### src/rtl/alu_issue_ctrl_if.sv
// Request, ALU-drive and response signals of the ALU issue controller.
// The controller connects through the slave modport; the requester, ALU and consumer use master.
`timescale 1ns/1ps
interface alu_issue_ctrl_if #(
    parameter int unsigned WIDTH     = 32,
    parameter int unsigned CNT_WIDTH = 16
);
    logic                 req_valid;
    logic                 req_ready;
    logic [1:0]           req_aluop;
    logic [5:0]           req_funct;
    logic [WIDTH-1:0]     req_a;
    logic [WIDTH-1:0]     req_b;

    logic [2:0]           alu_control;
    logic [WIDTH-1:0]     alu_a;
    logic [WIDTH-1:0]     alu_b;
    logic [WIDTH-1:0]     alu_out;
    logic                 alu_zero;

    logic                 rsp_valid;
    logic                 rsp_ready;
    logic [WIDTH-1:0]     rsp_result;
    logic                 rsp_zero;
    logic                 rsp_illegal;
    logic [CNT_WIDTH-1:0] op_count;

    modport slave (
        input  req_valid, req_aluop, req_funct, req_a, req_b, alu_out, alu_zero, rsp_ready,
        output req_ready, alu_control, alu_a, alu_b, rsp_valid, rsp_result, rsp_zero,
               rsp_illegal, op_count
    );

    modport master (
        output req_valid, req_aluop, req_funct, req_a, req_b, alu_out, alu_zero, rsp_ready,
        input  req_ready, alu_control, alu_a, alu_b, rsp_valid, rsp_result, rsp_zero,
               rsp_illegal, op_count
    );
endinterface

### src/rtl/alu_issue_ctrl.sv
// Issues one MIPS ALU operation at a time: decodes ALUOp/funct, drives registered operands into
// the combinational ALU, waits SETTLE_CYCLES, then returns the captured result over a handshake.
`timescale 1ns/1ps
module alu_issue_ctrl #(
    parameter int unsigned WIDTH         = 32,
    parameter int unsigned SETTLE_CYCLES = 1,
    parameter int unsigned CNT_WIDTH     = 16
) (
    input logic              clk,
    input logic              rst_n,
    alu_issue_ctrl_if.slave  bus
);

    localparam logic [1:0] StIdle = 2'b00;
    localparam logic [1:0] StExec = 2'b01;
    localparam logic [1:0] StResp = 2'b10;

    localparam logic [3:0] SettleLoad = 4'(SETTLE_CYCLES - 1);

    logic [1:0]           state_q, state_d;
    logic [3:0]           cnt_q, cnt_d;
    logic [2:0]           ctrl_q, ctrl_d;
    logic [WIDTH-1:0]     a_q, a_d;
    logic [WIDTH-1:0]     b_q, b_d;
    logic                 ill_q, ill_d;
    logic [WIDTH-1:0]     result_q, result_d;
    logic                 zero_q, zero_d;
    logic                 illegal_q, illegal_d;
    logic [CNT_WIDTH-1:0] count_q, count_d;

    logic [2:0]           dec_ctrl;
    logic                 dec_illegal;

    // Undecodable requests still get control 000 so the ALU sees a benign AND.
    always_comb begin
        dec_ctrl    = 3'b000;
        dec_illegal = 1'b0;
        case (bus.req_aluop)
            2'b00: dec_ctrl = 3'b010;
            2'b01: dec_ctrl = 3'b110;
            2'b10: begin
                case (bus.req_funct)
                    6'b100000: dec_ctrl = 3'b010;
                    6'b100010: dec_ctrl = 3'b110;
                    6'b100100: dec_ctrl = 3'b000;
                    6'b100101: dec_ctrl = 3'b001;
                    6'b101010: dec_ctrl = 3'b111;
                    default:   dec_illegal = 1'b1;
                endcase
            end
            default: dec_illegal = 1'b1;
        endcase
    end

    always_comb begin
        state_d   = state_q;
        cnt_d     = cnt_q;
        ctrl_d    = ctrl_q;
        a_d       = a_q;
        b_d       = b_q;
        ill_d     = ill_q;
        result_d  = result_q;
        zero_d    = zero_q;
        illegal_d = illegal_q;
        count_d   = count_q;
        case (state_q)
            StIdle: begin
                if (bus.req_valid) begin
                    ctrl_d  = dec_ctrl;
                    a_d     = bus.req_a;
                    b_d     = bus.req_b;
                    ill_d   = dec_illegal;
                    cnt_d   = SettleLoad;
                    state_d = StExec;
                end
            end
            StExec: begin
                if (cnt_q != 4'd0) begin
                    cnt_d = cnt_q - 4'd1;
                end else begin
                    // Illegal requests burn the same settle time so latency is opcode-independent.
                    if (ill_q) begin
                        result_d  = '0;
                        zero_d    = 1'b1;
                        illegal_d = 1'b1;
                    end else begin
                        result_d  = bus.alu_out;
                        zero_d    = bus.alu_zero;
                        illegal_d = 1'b0;
                    end
                    state_d = StResp;
                end
            end
            StResp: begin
                if (bus.rsp_ready) begin
                    count_d = count_q + 1'b1;
                    state_d = StIdle;
                end
            end
            default: state_d = StIdle;
        endcase
    end

    always_ff @(posedge clk or negedge rst_n) begin
        if (!rst_n) begin
            state_q   <= StIdle;
            cnt_q     <= 4'd0;
            ctrl_q    <= 3'b000;
            a_q       <= '0;
            b_q       <= '0;
            ill_q     <= 1'b0;
            result_q  <= '0;
            zero_q    <= 1'b0;
            illegal_q <= 1'b0;
            count_q   <= '0;
        end else begin
            state_q   <= state_d;
            cnt_q     <= cnt_d;
            ctrl_q    <= ctrl_d;
            a_q       <= a_d;
            b_q       <= b_d;
            ill_q     <= ill_d;
            result_q  <= result_d;
            zero_q    <= zero_d;
            illegal_q <= illegal_d;
            count_q   <= count_d;
        end
    end

    assign bus.req_ready   = (state_q == StIdle);
    assign bus.rsp_valid   = (state_q == StResp);
    assign bus.alu_control = ctrl_q;
    assign bus.alu_a       = a_q;
    assign bus.alu_b       = b_q;
    assign bus.rsp_result  = result_q;
    assign bus.rsp_zero    = zero_q;
    assign bus.rsp_illegal = illegal_q;
    assign bus.op_count    = count_q;

endmodule

### src/flat_wrapper.sv
// flat-port wrapper written by rule: the top's interface ports become plain ports
module alu_issue_ctrl_flat 
#(
    parameter int unsigned WIDTH         = 32,
    parameter int unsigned SETTLE_CYCLES = 1,
    parameter int unsigned CNT_WIDTH     = 16
)
  (clk, rst_n, bus_req_valid, bus_req_aluop, bus_req_funct, bus_req_a, bus_req_b, bus_alu_out, bus_alu_zero, bus_rsp_ready, bus_req_ready, bus_alu_control, bus_alu_a, bus_alu_b, bus_rsp_valid, bus_rsp_result, bus_rsp_zero, bus_rsp_illegal, bus_op_count);
  alu_issue_ctrl_if #(.WIDTH(WIDTH), .CNT_WIDTH(CNT_WIDTH)) bus_i ();
  input logic clk;
  input logic rst_n;
  input wire logic [$bits(bus_i.req_valid)-1:0] bus_req_valid;
  input wire logic [$bits(bus_i.req_aluop)-1:0] bus_req_aluop;
  input wire logic [$bits(bus_i.req_funct)-1:0] bus_req_funct;
  input wire logic [$bits(bus_i.req_a)-1:0] bus_req_a;
  input wire logic [$bits(bus_i.req_b)-1:0] bus_req_b;
  input wire logic [$bits(bus_i.alu_out)-1:0] bus_alu_out;
  input wire logic [$bits(bus_i.alu_zero)-1:0] bus_alu_zero;
  input wire logic [$bits(bus_i.rsp_ready)-1:0] bus_rsp_ready;
  output wire logic [$bits(bus_i.req_ready)-1:0] bus_req_ready;
  output wire logic [$bits(bus_i.alu_control)-1:0] bus_alu_control;
  output wire logic [$bits(bus_i.alu_a)-1:0] bus_alu_a;
  output wire logic [$bits(bus_i.alu_b)-1:0] bus_alu_b;
  output wire logic [$bits(bus_i.rsp_valid)-1:0] bus_rsp_valid;
  output wire logic [$bits(bus_i.rsp_result)-1:0] bus_rsp_result;
  output wire logic [$bits(bus_i.rsp_zero)-1:0] bus_rsp_zero;
  output wire logic [$bits(bus_i.rsp_illegal)-1:0] bus_rsp_illegal;
  output wire logic [$bits(bus_i.op_count)-1:0] bus_op_count;
  assign bus_i.req_valid = bus_req_valid;
  assign bus_i.req_aluop = bus_req_aluop;
  assign bus_i.req_funct = bus_req_funct;
  assign bus_i.req_a = bus_req_a;
  assign bus_i.req_b = bus_req_b;
  assign bus_i.alu_out = bus_alu_out;
  assign bus_i.alu_zero = bus_alu_zero;
  assign bus_i.rsp_ready = bus_rsp_ready;
  assign bus_req_ready = bus_i.req_ready;
  assign bus_alu_control = bus_i.alu_control;
  assign bus_alu_a = bus_i.alu_a;
  assign bus_alu_b = bus_i.alu_b;
  assign bus_rsp_valid = bus_i.rsp_valid;
  assign bus_rsp_result = bus_i.rsp_result;
  assign bus_rsp_zero = bus_i.rsp_zero;
  assign bus_rsp_illegal = bus_i.rsp_illegal;
  assign bus_op_count = bus_i.op_count;
  alu_issue_ctrl #(.WIDTH(WIDTH), .SETTLE_CYCLES(SETTLE_CYCLES), .CNT_WIDTH(CNT_WIDTH)) u_core (.clk(clk), .rst_n(rst_n), .bus(bus_i));
endmodule
### config.mk
export PLATFORM = sky130hd
export DESIGN_NAME = alu_issue_ctrl_flat
export DESIGN_NICKNAME = d
export VERILOG_FILES = /design/src/rtl/alu_issue_ctrl_if.sv /design/src/rtl/alu_issue_ctrl.sv /design/src/flat_wrapper.sv
export SDC_FILE = /design/constraint.sdc
export NUM_CORES = 1
export LEC_CHECK = 0
export ABC_AREA = 0
export ABC_CLOCK_PERIOD_IN_PS = 1550
export CAP_MARGIN = 30
export CORE_MARGIN = 8
export CORE_UTILIZATION = 36
export CTS_CLUSTER_SIZE = 8
export DETAILED_ROUTE_END_ITERATION = 7
export GPL_ROUTABILITY_DRIVEN = 0
export PLACE_DENSITY = 0.74
export SLEW_MARGIN = 5
export SYNTH_ARGS = -nofsm -noshare
export SYNTH_HDL_FRONTEND = slang
export SYNTH_SLANG_ARGS = --single-unit
### constraint.sdc
create_clock -name clk -period 1.55 [get_ports clk]
set_input_delay 0.31 -clock clk [delete_from_list [all_inputs] [get_ports clk]]
set_output_delay 0.31 -clock clk [all_outputs]
set_load 0.02 [all_outputs]
==> impl_metrics.csv, run 1 <==
group,metric,value,unit
sta,report.final.slew_viol_count,0,
grt,met1_usage,19.11,%
sta,slew_headroom,74.57,%
route,via_per_inst,4.627,
sta,tns,-1.990,ns
logic_synthesis,synth-edff-count,0,
grt,top_usage_layer,"met2",
logic_synthesis,synthDistinctLibCells,37,
clock_tree,h-tree-depth,4,
clock_tree,root_buffer,"clkbuf_16",
clock_tree,cts_buffers,17,
floorplan,dieHeight,134.6,µm
route,firstDrtPassIters,4,
clock_tree,clk_pin_slew,0.05,ns
power_and_ir_drop,pwr_density_cell,1986,nW/µm²
finish,stdcell_area,8178,µm²
sta,max_freq,0.6066,GHz
min_path,hold_depth,3,
floorplan,die_area,18120,µm²
finish,drive_gt1_share,9.861,%
critical_path,worst_setup_path_start_kind,"flop",
sta,hold_violations,0,
finish,antenna_cells,0,
grt,grt_pass1_vias,4709,
logic_synthesis,synth.most_common_cell,"nand2_1",
finish,fin_util,59.14,%
sta,setup_slack,-0.09847,ns
logic_synthesis,synth_area,5065,µm²
logic_synthesis,synthTopCellsByArea,"dfrtp_1, nand2_1, nand2b_1",
placement,hpwl,11.22,mm
logic_synthesis,synth_top_area_cell,"dfrtp_1",
placement,port_buffers,227,
sta,layout_min_cycle_time,1.648,ns
clock_tree,clk_latency,0.41,ns
critical_path,crit_required,1.84,ns
logic_synthesis,synth_top_area_share,61.26,%
clock_tree,cts_tree,"built",
grt,grtUsageMet3,7.615,%
placement,placed_area,7714,µm²
critical_path,cp_max_fo,21,
sta,setup_viol,36,
logic_synthesis,synth_flop_cell,"dfrtp_1",
finish,fill_cells,1204,
grt,grt_max_degree,68,
run_status,status,"finished, violations left",
finish,final_nets,889,
route,totalWireLength,15.06,mm
logic_synthesis,synthTopCellsByCount,"nand2_1, dfrtp_1, o21ai_0",
power_and_ir_drop,worst_ir_drop_vdd,927.5,µV
run_status,violations,"negative setup slack",
route,drtIter0Drc,210,
grt,grt_overflow,0,
floorplan,io_pins,228,
route,antenna_left,0,
critical_path,crit_path_end_kind,"flop",
finish,syn_to_final_growth,61.46,%
grt,grt.met2_usage,27.04,%
run,maxCapViolations,0,
sta,fin_crit_sh,106.4,%
logic_synthesis,async_reset_ff_share,100.0,%
clock_tree,cts_buffer_depth,2,
route,wl_per_cell,15.51,µm
logic_synthesis,synth.avg_cell_area,9.520,µm²
grt,grt_pass1_wl,24.04,mm
critical_path,criticalPathCategory,"flop to flop",
sta,whs,0.4266,ns
logic_synthesis,synth_cells,532,
placement,place_inst,936,
finish,finalNonFillerCells,971,
route,num_vias,4493,
critical_path,cp_cell_sequence,"inv_2, ha_4, or3b_4, nand2b_4, clkbuf_16, nand2_1, o21ai_0",
logic_synthesis,ys_ff_latch,124,
min_path,worstHoldPathType,"input pin to flop",
grt,groute.usage.overall,16.74,%
floorplan,rows,43,
logic_synthesis,syn_nets,643,
sta,max_slew.worst_pin.slew,0.3815,ns
critical_path,cp_data_arrival_time,1.94,ns
clock_tree,clock_sinks,124,
power_and_ir_drop,leakagePower,4.179,nW
critical_path,slowest_stage,"dfrtp_1",
grt,antenna_found_initial,1,
route,drc,0,
floorplan,core_area,13830,µm²
critical_path,crit_path_max_incr_delay,0.39,ns
sta,fin_skew,0.01107,ns
floorplan,start_util,36.63,%
floorplan,die_w,134.6,µm
sta,grt_setup_unrepaired,"true",
logic_synthesis,yosys_warnings,0,
logic_synthesis,yosysSeqAreaShare,61.26,%
critical_path,worst-r2r-cell-count,7,
==> path summary, 6_finish.rpt <==
kind | startpoint | slack [ns] | end
worst max register to register | u_core.cnt_q[0] | -0.1 | u_core.bus.rsp_result[23]
max in group asynchronous | rst_n | 0.75 | u_core.bus.alu_b[9]
worst max-delay path | u_core.cnt_q[0] | -0.1 | u_core.bus.rsp_result[23]
worst min register to register | u_core.bus.alu_a[23] | 0.47 | u_core.bus.alu_a[23]
min in group asynchronous | rst_n | 0.46 | u_core.bus.op_count[15]
worst min-delay path | bus_req_b[22] | 0.43 | u_core.bus.alu_b[22]
==> layout make-up <==
cell class	count	area, µm²	area share [%]
Timing Repair Buffer	252	2445	29.90
Inverter	5	18.77	0.2295
Clock buffer	22	454.2	5.554
Sequential cell	124	3104	37.96
Tap cell	180	225.2	2.754
Multi-Input combinational cell	378	1838	22.48
Clock inverter	10	92.59	1.132
==> cell usage in the layout (no fill, tap or decap), types with 2 or more instances in the layout <==
master / count
buf_6: 2
buf_12: 10
xnor2_1: 11
nand2b_4: 2
clkinvlp_4: 4
clkdlybuf4s15_1: 3
inv_2: 2
nor2_1: 12
nand2b_1: 34
dlygate4sd2_1: 110
clkdlybuf4s50_1: 107
inv_1: 3
xor2_1: 6
dfrtp_1: 123
buf_4: 13
nand2_2: 4
clkbuf_1: 4
o21ai_1: 28
nand2_1: 234
o21ai_0: 8
clkinv_2: 3
clkbuf_16: 18
nand4_1: 3
clkbuf_2: 4
nor3_1: 2
nand3_1: 9
a31oi_1: 3
==> flip-flops by register name, indices dropped and copies added (netlist names) <==
register                flops
u_core.bus.alu_control      3
u_core.ill_q                1
u_core.bus.op_count        16
u_core.cnt_q                4
u_core.bus.rsp_zero         1
u_core.state_q              2
u_core.bus.rsp_result      32
u_core.bus.alu_a           32
u_core.bus.rsp_illegal      1
u_core.bus.alu_b           32
==> metal layers <==
| metal | routed length (µm) | vias to the layer above |
|---|---|---|
| met5 | 9 | - |
| met4 | 323 | 2 |
| met3 | 1331 | 21 |
| met2 | 7190 | 175 |
| met1 | 6204 | 2127 |
| li1 | - | 2168 |
==> metrics by stage <==
stage,setup WS (ns),total power [mW]
after floorplan,-0.1039,9.294
after global placement,-0.1292,13.17
after detailed placement,-0.1503,13.43
after CTS,-0.08723,16.33
after global routing,-0.1344,17.28
final,-0.09847,16.24
==> power breakdown <==
| part | switching, mW | leakage (nW) | internal, mW |
|---|---|---|---|
| clock | 1.38 | 0.257 | 2.24 |
| combinational | 4.28 | 2.36 | 3.00 |
| sequential | 0.749 | 1.56 | 4.59 |
==> kinds of logic (layout without fill, tap and decap cells) <==
logic type / Yosys count / count (layout) / share of synthesized area (%)
adders and majority gates: 2 / 2 / 0.4940
DFF: 124 / 124 / 61.26
muxes: 2 / 2 / 0.5187
AOI/OAI and AO/OA: 44 / 44 / 4.570
buffers and inverters: 30 / 289 / 3.162
xor gates and xnor gates: 17 / 17 / 2.940
and+or+nand+nor: 313 / 313 / 27.05
==> worst max-delay path, delay by kind of cell, from the launching register on <==
family	cells	cell delay, ns
buf+inv	2	0.28
simple gates	3	0.65
compound gates	1	0.07
flops	1	0.39
fa+ha+maj	1	0.14
==> what timing repair did <==
action	in CTS	in global routing
setup endpoints to repair	157	48
gates resized for setup	152	26
endpoints found under the hold margin	124	0
gates cloned	0	1
hold buffers	1	0
setup buffers	0	1
pin swaps	1	1
Power figures use the tool's default switching activity.
==> run 2, diff against run 1 <==
--- a/config.mk
+++ b/config.mk
@@ -13,6 +13,7 @@
 export CTS_CLUSTER_SIZE = 8
 export DETAILED_ROUTE_END_ITERATION = 7
 export GPL_ROUTABILITY_DRIVEN = 0
+export MAX_ROUTING_LAYER = met4
 export PLACE_DENSITY = 0.74
 export SLEW_MARGIN = 5
 export SYNTH_ARGS = -nofsm -noshare
==> run 2 against run 1 <==
Effect of this change: the run still ends with negative setup slack left; hold slack improved by 0.0044 ns; power is essentially flat; final cell count increased by 0.10%; clock power about the same; non-clock buffer count is the same; via count shrank 0.38%; register-to-register slack barely moved; critical path depth unchanged; first-iteration DRC count grew 13%; critical endpoint unchanged; largest cell class unchanged.
==> impl_metrics.csv, run 2 (same netlist as run 1, synthesis figures left out) <==
group,metric,value,unit
run_status,status,"finished, violations left",
run_status,violations,"negative setup slack",
route,via_per_inst,4.605,
sta,max_freq,0.6067,GHz
route,num_vias,4476,
power_and_ir_drop,pwr-share-clk,22.3,%
clock_tree,cts_buffer_depth,2,
critical_path,crit_start,"u_core.cnt_q[0]",
sta,hold_violations,0,
sta,tns,-1.887,ns
sta,setup_viol,36,
clock_tree,clk_pin_slew,0.05,ns
route,antenna_left,0,
placement,hpwl,11.22,mm
route,drc,0,
sta,grt_setup_unrepaired,"true",
floorplan,die_w,134.6,µm
min_path,worstHoldPathType,"input pin to flop",
clock_tree,cts_buffers,17,
critical_path,cp_max_fo,21,
sta,setup_slack,-0.09834,ns
clock_tree,clk_latency,0.40,ns
critical_path,slowest_stage,"dfrtp_1",
floorplan,dieHeight,134.6,µm
clock_tree,cts_tree,"built",
floorplan,core_area,13830,µm²
critical_path,cp_data_arrival_time,1.93,ns
sta,fin_crit_sh,106.3,%
critical_path,crit_path_end_kind,"flop",
finish,final_cell_mix,"nand2_1, dfrtp_1, dlygate4sd2_1",
critical_path,critPathBufInv,2,
power_and_ir_drop,sw_frac_of_total,39.44,%
critical_path,crit_required,1.83,ns
route,drtIter0Drc,237,
sta,report.final.slew_viol_count,0,
sta,slew_headroom,74.70,%
route,wl_per_cell,15.49,µm
sta,max_slew.worst_pin.slew,0.3795,ns
grt,grt_overflow,0,
grt,antenna_found_initial,1,
finish,syn_to_final_growth,61.51,%
critical_path,r2r_start,"u_core.cnt_q[0]",
power_and_ir_drop,pwr_density_cell,1985,nW/µm²
critical_path,critPathTopFamily,"simple AND/OR/NAND/NOR gates",
grt,groute.usage.overall,17.21,%
route,firstDrtPassIters,5,
finish,drive_gt1_share,9.861,%
critical_path,worst_setup_path_start_kind,"flop",
power_and_ir_drop,worst_ir_drop_vdd,930.2,µV
run,maxCapViolations,0,
power_and_ir_drop,p_sw,6.404,mW
power_and_ir_drop,p_comb_share,44.8,%
sta,layout_min_cycle_time,1.648,ns
finish,layout_commonest_cell,"nand2_1",
floorplan,die_area,18120,µm²
grt,grt_pass1_wl,23.98,mm
finish,fin_util,59.16,%
floorplan,rows,43,
min_path,hp-start,"bus_req_b[28]",
critical_path,crit_path_max_incr_delay,0.38,ns
placement,port_buffers,227,
sta,fin_skew,0.004064,ns
clock_tree,clock_sinks,124,
floorplan,start_util,36.63,%
critical_path,criticalPathCategory,"flop to flop",
power_and_ir_drop,p_int,9.831,mW
route,totalWireLength,15.06,mm
clock_tree,root_buffer,"clkbuf_16",
power_and_ir_drop,seq_power_share,32.9,%
finish,final_nets,889,
grt,grt_max_degree,68,
grt,grt_pass1_vias,4718,
power_and_ir_drop,leakagePower,4.179,nW
floorplan,io_pins,228,
clock_tree,h-tree-depth,4,
critical_path,cp_cell_sequence,"inv_2, ha_4, or3b_4, nand2b_4, clkbuf_16, nand2_1, o21ai_0",
critical_path,rrSetupSlack,-0.1,ns
-- run 2: changes by cell type in the layout (fill, tap and decap cells not counted) --
cell     previous run  this run
diode_2             0         1
-- run 2: metrics by stage --
stage | cell area [µm²] | power [mW] | instances | setup slack [ns] | hold WS, ns
CTS | 8149 | 16.33 | 969 | -0.08723 | 0.4071
global route | 8180 | 17.28 | 972 | -0.1344 | 0.4166
floorplan | 5065 | 9.294 | 532 | -0.1039 | 0.01441
global placement | 7714 | 13.17 | 936 | -0.1292 | 0.3389
detailed placement | 7714 | 13.43 | 936 | -0.1503 | 0.3430
finish | 8180 | 16.24 | 972 | -0.09834 | 0.4310
-- run 2: what timing repair did --
item / CTS / global route
buffers inserted: 0 / 1
gates cloned: 0 / 1
gates resized for setup: 152 / 26
hold endpoints to repair: 124 / 0
endpoints found under the setup margin: 157 / 48
pin swaps: 1 / 1
hold buffers: 1 / 0
-- run 2: worst paths after layout --
| kind | endpoint | depth (start not counted) |
|---|---|---|
| min in group asynchronous | u_core.bus.op_count[15] | 3 |
| setup / recovery | u_core.bus.rsp_result[23] | 7 |
| hold / removal | u_core.bus.alu_b[28] | 3 |
| max in group asynchronous | u_core.bus.alu_b[6] | 3 |
| hold reg to reg | u_core.bus.alu_a[23] | 2 |
| setup reg to reg | u_core.bus.rsp_result[23] | 7 |
-- run 2: cell type report --
| cell class | instances | area [µm²] |
|---|---|---|
| Fill cell | 1204 | 5647 |
| Sequential cell | 124 | 3104 |
| Timing Repair Buffer | 252 | 2445 |
| Multi-Input combinational cell | 378 | 1838 |
| Clock buffer | 22 | 454.2 |
| Tap cell | 180 | 225.2 |
| Clock inverter | 10 | 92.59 |
| Inverter | 5 | 18.77 |
| Antenna cell | 1 | 2.502 |
-- run 2: worst min-delay path, cell delays in order --
cell and delay (ns):
clkdlybuf4s50_1 0.40, nand2_1 0.05, nand2_1 0.04
-- run 2: routing by layer --
layer | share of wire (%) | vias to the layer above | global-route usage [%]
li1 | - | 2170 | -
met1 | 43 | 2125 | 19.97
met2 | 48 | 160 | 27.04
met3 | 6.9 | 21 | 6.241
met4 | 2.2 | 0 | 6.176
met5 | 0 | - | -
-- run 2: power by group through the flow --
stage | logic [mW] | clock network (mW) | registers, mW
after global placement | 7.83 | 0 | 5.34
after global routing | 7.90 | 3.87 | 5.50
final | 7.28 | 3.62 | 5.34
after detailed placement | 8.03 | 0 | 5.40
after floorplan | 2.42 | 0 | 6.87
after CTS | 7.27 | 3.72 | 5.34
==> run 3, diff against run 2 <==
--- a/config.mk
+++ b/config.mk
@@ -9,12 +9,12 @@
 export ABC_CLOCK_PERIOD_IN_PS = 1550
 export CAP_MARGIN = 30
 export CORE_MARGIN = 8
-export CORE_UTILIZATION = 36
+export CORE_UTILIZATION = 38
 export CTS_CLUSTER_SIZE = 8
 export DETAILED_ROUTE_END_ITERATION = 7
 export GPL_ROUTABILITY_DRIVEN = 0
 export MAX_ROUTING_LAYER = met4
-export PLACE_DENSITY = 0.74
+export PLACE_DENSITY = 0.77
 export SLEW_MARGIN = 5
 export SYNTH_ARGS = -nofsm -noshare
 export SYNTH_HDL_FRONTEND = slang
==> run 3 against run 2 <==
Effect of this change: the run still ends with negative setup slack left; final cell count rose by 1.2%; clock power grew 12%; clock skew is 0.0018 ns higher; utilization increased by 6.8 points; maximum frequency down 4.2%; non-clock buffer count increased by 15; critical endpoint is now u_core.bus.rsp_result[12].
==> impl_metrics.csv, run 3 (same netlist as run 1, synthesis figures left out) <==
group,metric,value,unit
sta,fin_skew,0.005825,ns
finish,final_nets,906,
sta,fin_crit_sh,111.1,%
clock_tree,cts_buffer_depth,2,
placement,port_buffers,227,
sta,setup_slack,-0.1714,ns
run,maxCapViolations,0,
floorplan,io_pins,228,
clock_tree,cts_buffers,17,
critical_path,criticalPathCategory,"flop to flop",
sta,grt_setup_unrepaired,"true",
floorplan,die_area,17280,µm²
finish,final_cell_mix,"nand2_1, dfrtp_1, dlygate4sd2_1",
route,drc,0,
sta,slew_headroom,37.49,%
run_status,violations,"negative setup slack",
sta,layout_min_cycle_time,1.721,ns
finish,fill_cells,1006,
sta,max_slew.worst_pin.slew,0.9377,ns
floorplan,core_area,13140,µm²
floorplan,start_util,38.55,%
grt,grt_max_degree,52,
grt,antenna_found_initial,0,
sta,report.final.slew_viol_count,0,
placement,hpwl,11.46,mm
route,drtIter0Drc,283,
finish,layout_commonest_cell,"nand2_1",
critical_path,worst_setup_path_start_kind,"flop",
placement,post-place-ws,-0.2101,ns
critical_path,cp_data_arrival_time,2.01,ns
sta,max_freq,0.5809,GHz
grt,grt_pass1_vias,4950,
power_and_ir_drop,pwr-share-clk,22.8,%
finish,syn_to_final_growth,71.02,%
floorplan,rows,42,
sta,tns,-4.021,ns
power_and_ir_drop,leakagePower,4.434,nW
critical_path,cp_max_fo,5,
route,totalWireLength,16.99,mm
grt,groute.usage.overall,18.71,%
clock_tree,clk_pin_slew,0.06,ns
power_and_ir_drop,worst_ir_drop_vdd,1274,µV
run_status,status,"finished, violations left",
route,wl_per_cell,17.26,µm
clock_tree,clock_sinks,124,
floorplan,dieHeight,131.5,µm
power_and_ir_drop,p_comb_share,46.3,%
finish,antenna_cells,0,
grt,grt_pass1_wl,25.28,mm
finish,regArea,3103,µm²
floorplan,die_w,131.5,µm
route,firstDrtPassIters,4,
power_and_ir_drop,sw_frac_of_total,39.57,%
critical_path,crit_required,1.84,ns
power_and_ir_drop,seq_power_share,30.9,%
sta,hold_violations,0,
clock_tree,clk_latency,0.41,ns
power_and_ir_drop,p_int,10.79,mW
clock_tree,cts_tree,"built",
clock_tree,h-tree-depth,4,
finish,multi_input_area,2049,µm²
min_path,worstHoldPathType,"input pin to asynchronous set/reset pin",
power_and_ir_drop,pwr_density_cell,2062,nW/µm²
sta,setup_viol,38,
grt,grt_overflow,0,
route,num_vias,4716,
finish,drive_gt1_share,17.45,%
route,antenna_left,0,
critical_path,crit_path_end_kind,"flop",
finish,fin_util,65.93,%
route,via_per_inst,4.793,
sta,whs,0.3958,ns
power_and_ir_drop,p_sw,7.067,mW
clock_tree,root_buffer,"clkbuf_16",
## run 3: metrics by stage
stage               cell area (µm²)  std cells  total power, mW
global route                   8662        984            18.87
floorplan                      5065        532            9.294
detailed placement             7699        934            13.41
global placement               7699        934            13.13
CTS                            8219        968            16.74
finish                         8662        984            17.86
## run 3: layer usage
metal  global-route usage (%)  share of wire [%]  vias to the layer above
li1                         -                  -                     2215
met1                    20.65                 41                     2264
met2                    30.49                 50                      201
met3                    6.288                7.2                       36
met4                    7.977                2.6                        0
met5                        -                  0                        -
## run 3: path summary, 6_finish.rpt
kind                                              to                     from  depth (start not counted)  slack (ns)
max in group asynchronous       u_core.bus.alu_b[13]                    rst_n                          3        0.52
min in group clk                u_core.bus.alu_a[19]            bus_req_a[19]                          3        0.42
setup reg to reg           u_core.bus.rsp_result[12]          u_core.cnt_q[1]                          7       -0.17
hold / removal                u_core.bus.op_count[8]                    rst_n                          2        0.40
hold reg to reg              u_core.bus.op_count[15]  u_core.bus.op_count[15]                          1        0.46
setup / recovery           u_core.bus.rsp_result[12]          u_core.cnt_q[1]                          7       -0.17
## run 3: layout make-up
class	count	area share [%]
Sequential cell	124	35.82
Timing Repair Buffer	267	30.71
Multi-Input combinational cell	380	23.66
Clock buffer	20	5.388
Tap cell	176	2.542
Clock inverter	12	1.661
Inverter	5	0.2167
## run 3: what timing repair did
action                                  CTS  global route
gates resized for setup                 139           102
endpoints found under the setup margin  156            93
pin swaps                                 0            30
setup buffers                             0             5
endpoints found under the hold margin    31             0
gates cloned                              1            11
hold buffers                              1             0
## run 3: worst max-delay path, stage by stage, from the launching register on
cell and delay [ns]:
dfrtp_1 0.38, inv_1 0.07, ha_2 0.17, or3b_4 0.41
nand2b_4 0.22, clkbuf_16 0.21, nand2_2 0.06, o21ai_1 0.08
## run 3: power by group through the flow
stage,Sequential (mW),Combinational (mW),Clock [mW]
CTS,5.40,7.22,4.12
finish,5.52,8.27,4.07
detailed placement,5.48,7.94,0
global route,5.70,8.90,4.27
global placement,5.40,7.73,0
floorplan,6.87,2.42,0
==> RTL change 1, RTL diff (flow settings as in run 2) <==
Make the reset (`rst_n`) synchronous in one clocked block.
--- a/src/rtl/alu_issue_ctrl.sv
+++ b/src/rtl/alu_issue_ctrl.sv
@@ -101,7 +101,7 @@
         endcase
     end
 
-    always_ff @(posedge clk or negedge rst_n) begin
+    always_ff @(posedge clk) begin
         if (!rst_n) begin
             state_q   <= StIdle;
             cnt_q     <= 4'd0;
Behaviour: differs if rst_n is asserted again (counterexample within 4 cycles, from zero or initial values and one cycle with rst_n low); with rst_n held inactive, the same outputs for 10 cycles.
==> RTL change 1 against run 2 <==
The flow still finishes with violations (negative setup slack). Core utilization rose by 7.2 points. Via count rose by 13%. Worst hold slack got worse by 0.028 ns. Synthesized area is 7.8% lower. Critical endpoint is now u_core.bus.rsp_result[25]$_SDFFE_PN0P_. Routed wire length rose by 12%. Critical path type unchanged. First-iteration DRC count down 0.84%. Setup slack worse by 0.10 ns. Sequential share of layout area shrank 8.0 points. Final area grew 2.8%. Sequential cell count stayed put.
Power is not compared: it rests on default switching activity, and its combinational part moved more than twofold at a synthesized area within 25%.
==> RTL change 1: results <==
export IMPL_grt_pass1_vias=5327
export IMPL_path_clk_slew_ns=0.05
export IMPL_async_flop_share=0
export IMPL_synth_ff_type="dfxtp_1"
export IMPL_antenna_found_initial=0
export IMPL_r2r_end="u_core.bus.rsp_result[25]$_SDFFE_PN0P_"
export IMPL_whs_ns=0.4029
export IMPL_ys_types=40
export IMPL_grt_use_total=0.2058
export IMPL_status="finished with violations"
export IMPL_cp_arrival_ns=2.04
export IMPL_violations="negative setup slack"
export IMPL_cpPeakStageDelay_ns=0.40
export IMPL_grt_pass1_wl_um=26580
export IMPL_ys_seq_area_frac=0.5313
export IMPL_worstHoldEndpoint="u_core.bus.op_count[1]$_SDFFE_PN0P_"
export IMPL_critPathMaxFanout=8
export IMPL_hp_start="bus_rsp_ready"
export IMPL_skew_ns=0.006666
export IMPL_synth_area_top_cells="dfxtp_1 53%, nand2_1 14%, a21oi_1 11%, nand3b_1 5.1%, clkbuf_1 2.6%"
export IMPL_synth_fp_nets=684
export IMPL_grt_max_degree=66
export IMPL_fin_cells=1021
export IMPL_cts_max_level=4
export IMPL_r2r_start="u_core.cnt_q[1]$_SDFFE_PN0P_"
export IMPL_nNetsFinal=947
export IMPL_vias=5038
export IMPL_dpl_cell_count=971
export IMPL_detail_route_iter0_violations=235
export IMPL_cts_buffers_inserted=17
export IMPL_dp_hpwl_um=11480
export IMPL_port_buffers=227
export IMPL_routed_wl_um=16920
export IMPL_reg2regPathDepth=9
export IMPL_drive_above_1_share=0.2085
export IMPL_setup_viol=39
export IMPL_synth_avg_cell_area_um2=8.154
export IMPL_setup_slack_ns=-0.1985
export IMPL_post_place_ws_ns=-0.4835
export IMPL_synth_commonest_cells="175 x nand2_1, 124 x dfxtp_1, 107 x a21oi_1"
export IMPL_critPathSlowestCell="or3b_4"
export IMPL_n_antenna_cell=0
export IMPL_worst_pin_slew_ns=0.4082
RTL change 1: cell count changes after synthesis, moves of 7 or more:
| cell | delta |
|---|---|
| clkbuf_1 | +21 |
| xnor2_1 | -7 |
| nand3b_1 | +32 |
| dfrtp_1 | -124 |
| nand2_1 | -63 |
| nand2b_1 | -30 |
| dfxtp_1 | +124 |
| a21oi_1 | +106 |
| o21ai_0 | -31 |
RTL change 1: per-stage QoR:
step / cell area (um^2) / TNS [ns] / util
2_1_floorplan: 4800 / -0.03567 / -
3_3_place_gp: 7477 / -3.533 / 0.5901
3_5_place_dp: 7477 / -5.225 / 0.5901
4_1_cts: 8402 / -5.999 / 0.6631
5_1_grt: 8411 / -7.808 / 0.6638
6_report: 8411 / -5.118 / 0.6638
RTL change 1: cell families after synthesis:
kind of cell / after synthesis / share of synthesized area
xor+xnor: 12 / 0.02250
buf+inv: 43 / 0.03562
simple gates: 272 / 0.2726
flops: 124 / 0.5313
compound gates: 120 / 0.1326
fa+ha+maj: 2 / 0.005355
RTL change 1: worst max path at each step:
stage | startpoint | end | slack [ns] | depth (start not counted)
4_1_cts | u_core.cnt_q[0]$_SDFFE_PN0P_ | u_core.bus.rsp_result[22]$_SDFFE_PN0P_ | -0.22 | 9
5_1_grt | u_core.cnt_q[1]$_SDFFE_PN0P_ | u_core.bus.rsp_result[0]$_SDFFE_PN0P_ | -0.26 | 8
6_report | u_core.cnt_q[1]$_SDFFE_PN0P_ | u_core.bus.rsp_result[25]$_SDFFE_PN0P_ | -0.20 | 9
3_5_place_dp | bus_rsp_ready | u_core.bus.op_count[12]$_SDFFE_PN0P_ | -0.48 | 5
3_3_place_gp | bus_rsp_ready | u_core.bus.op_count[8]$_SDFFE_PN0P_ | -0.42 | 5
2_1_floorplan | u_core.bus.op_count[7]$_SDFFE_PN0P_ | u_core.bus.op_count[15]$_SDFFE_PN0P_ | -0.04 | 4
RTL change 1: layer usage:
metal | GRT usage | share of wire | vias to the layer above
met1 | 0.2147 | 0.39 | 2370
met4 | 0.07923 | 0.017 | 0
met3 | 0.08242 | 0.094 | 27
met5 | - | 0 | -
met2 | 0.3440 | 0.50 | 197
li1 | - | - | 2444
RTL change 1: timing repair:
item                                    4_1_cts  5_1_grt
pin swaps                                    47       17
gates resized for setup                     195       28
gates cloned                                  6        1
setup buffers                                13        3
endpoints found under the setup margin      160       93
RTL change 1: final cells by class:
class,count,area [um^2]
sequential,124,2519
tap,172,215.2
inverter,5,20.02
clock buffer,21,481.7
timing repair buffer,282,2776
multi-input combinational,406,2332
fill,1084,4260
clock inverter,11,66.31
RTL change 1: worst reg2reg max path, delay by kind of cell (launching register included):
family	cells	cell delay, ns
buf+inv	4	0.49
fa+ha+maj	1	0.12
simple gates	3	0.66
compound gates	1	0.05
flops	1	0.32
==> RTL change 2, RTL diff (config.mk and constraints of run 2) <==
Made on the original files. `CNT_WIDTH` is set to 16 in 3 places; all go to 24.
--- a/src/rtl/alu_issue_ctrl_if.sv
+++ b/src/rtl/alu_issue_ctrl_if.sv
@@ -3,7 +3,7 @@
 `timescale 1ns/1ps
 interface alu_issue_ctrl_if #(
     parameter int unsigned WIDTH     = 32,
-    parameter int unsigned CNT_WIDTH = 16
+    parameter int unsigned CNT_WIDTH = 24
 );
     logic                 req_valid;
     logic                 req_ready;
--- a/src/rtl/alu_issue_ctrl.sv
+++ b/src/rtl/alu_issue_ctrl.sv
@@ -4,7 +4,7 @@
 module alu_issue_ctrl #(
     parameter int unsigned WIDTH         = 32,
     parameter int unsigned SETTLE_CYCLES = 1,
-    parameter int unsigned CNT_WIDTH     = 16
+    parameter int unsigned CNT_WIDTH     = 24
 ) (
     input logic              clk,
     input logic              rst_n,
--- a/src/flat_wrapper.sv
+++ b/src/flat_wrapper.sv
@@ -3,7 +3,7 @@
 #(
     parameter int unsigned WIDTH         = 32,
     parameter int unsigned SETTLE_CYCLES = 1,
-    parameter int unsigned CNT_WIDTH     = 16
+    parameter int unsigned CNT_WIDTH     = 24
 )
   (clk, rst_n, bus_req_valid, bus_req_aluop, bus_req_funct, bus_req_a, bus_req_b, bus_alu_out, bus_alu_zero, bus_rsp_ready, bus_req_ready, bus_alu_control, bus_alu_a, bus_alu_b, bus_rsp_valid, bus_rsp_result, bus_rsp_zero, bus_rsp_illegal, bus_op_count);
   alu_issue_ctrl_if #(.WIDTH(WIDTH), .CNT_WIDTH(CNT_WIDTH)) bus_i ();
Interface: changed (resized bus_op_count); port bits go from 228 to 236. The function was not compared with the original's and may differ.
==> RTL change 2 against run 2 <==
The flow still finishes with violations (negative setup slack). Sequential cell count up 8. Power rose by 10%. Final area up 11%. First-iteration DRC count down 5.5%. Synthesized area is 7.2% higher. Routed wire length increased by 8.7%. Setup slack got worse by 0.00055 ns. Critical path type unchanged. Largest power group unchanged. Highest routed layer unchanged.
==> RTL change 2: results <==
export IMPL_dpl_cell_area_um2=8264
export IMPL_ys_seq_area_frac=0.6083
export IMPL_synth_compound_area_frac=0.04263
export IMPL_cts_buffers_inserted=17
export IMPL_synth_adder_area_share=0.004608
export IMPL_drive_above_1_share=0.1779
export IMPL_clk_path_buf_depth=2
export IMPL_ys_types=39
export IMPL_setup_viol=26
export IMPL_whs_ns=0.3911
export IMPL_drtPass1Iterations=4
export IMPL_setup_tns_ns=-1.784
export IMPL_detail_route_iter0_violations=224
export IMPL_yosysWarnings=0
export IMPL_switching_share=0.3858
export IMPL_skew_ns=0.01060
export IMPL_cts_resized=170
export IMPL_setup_slack_ns=-0.09888
export IMPL_cpPeakStageDelay_ns=0.40
export IMPL_viasPerCell=4.641
export IMPL_synth_mux_area_frac=0.004839
export IMPL_dp_hpwl_um=11420
export IMPL_grt_pass1_vias=4979
export IMPL_dr_wl_met2_um=7590
export IMPL_routed_wl_um=16360
export IMPL_maxSlewHeadroom=0.7176
export IMPL_port_buffers=235
export IMPL_vias=4813
export IMPL_nNetsFinal=947
export IMPL_synth_cells=560
export IMPL_critPathCapture="u_core.bus.rsp_result[17]$_DFFE_PN0P_"
export IMPL_synth_commonest_cells="239 x nand2_1, 132 x dfrtp_1, 37 x o21ai_0"
export IMPL_wl_met1_um=7179
export IMPL_dpl_cell_count=994
export IMPL_hold_path_class="in -> async"
export IMPL_violations="negative setup slack"
export IMPL_wl_met3_um=1270
export IMPL_leakagePower_nw=4.660
export IMPL_path_clk_slew_ns=0.06
export IMPL_grt_pass1_wl_um=25710
export IMPL_critPathMaxFanout=7
export IMPL_post_place_ws_ns=-0.2012
export IMPL_reg2regPathDepth=7
export IMPL_synth_area_top_cells="dfrtp_1 61%, nand2_1 17%, nand2b_1 4.0%, o21ai_0 3.4%, xnor2_1 3.1%"
export IMPL_synth_xor_area_frac=0.04032
export IMPL_synth_fp_nets=671
export IMPL_crit_family="simple AND/OR/NAND/NOR gates"
export IMPL_grt_use_total=0.1720
export IMPL_r2r_end="u_core.bus.rsp_result[17]$_DFFE_PN0P_"
export IMPL_antenna_found_initial=0
export IMPL_cp_startpoint="u_core.cnt_q[0]$_DFFE_PN0P_"
export IMPL_grt_max_degree=41
export IMPL_status="finished with violations"
export IMPL_ir_worst_vdd_uv=919.1
export IMPL_clock_latency_ns=0.42
export IMPL_synth_edff_count=0
export IMPL_n_antenna_cell=0
[RTL change 2: cell count changes after synthesis, moves of 2 or more]
cell and delta:
dfrtp_1 +8, xnor2_1 +8, nand4_1 +5, and3_1 +2, and4_1 +2, buf_4 -2, buf_6 +2, nand3_1 +2
nor2_1 -2
[RTL change 2: final cells by class]
class                   instances  area (um^2)
fillers                      1308         5866
flip-flops and latches        132         3304
repair buffers                280         2720
multi-input cells             401         2212
clock buffers                  19        442.9
well taps                     188        235.2
clock inverters                13        181.4
inverters                       4        15.01
[RTL change 2: how the worst min path moves through the flow]
stage,end,cells past startpoint
finish,u_core.bus.op_count[9]$_DFFE_PN0P_,2
global route,u_core.bus.alu_b[12]$_DFFE_PN0P_,3
CTS,u_core.bus.op_count[11]$_DFFE_PN0P_,2
detailed placement,u_core.bus.rsp_result[22]$_DFFE_PN0P_,1
global placement,u_core.bus.op_count[10]$_DFFE_PN0P_,1
floorplan,u_core.bus.alu_a[0]$_DFFE_PN0P_,0
[RTL change 2: routing by layer]
| layer | vias up | GRT usage |
|---|---|---|
| met5 | - | - |
| met4 | 0 | 0.06239 |
| met3 | 23 | 0.07126 |
| met2 | 178 | 0.2666 |
| met1 | 2259 | 0.1970 |
| li1 | 2353 | - |
[RTL change 2: power by group through the flow]
| stage | Combinational (W) | Sequential, W | Clock [W] |
|---|---|---|---|
| floorplan | 0.00243 | 0.00709 | 0 |
| global placement | 0.00792 | 0.00553 | 0 |
| detailed placement | 0.00800 | 0.00557 | 0 |
| CTS | 0.00730 | 0.00551 | 0.00437 |
| global route | 0.00872 | 0.00577 | 0.00451 |
| finish | 0.00801 | 0.00561 | 0.00424 |
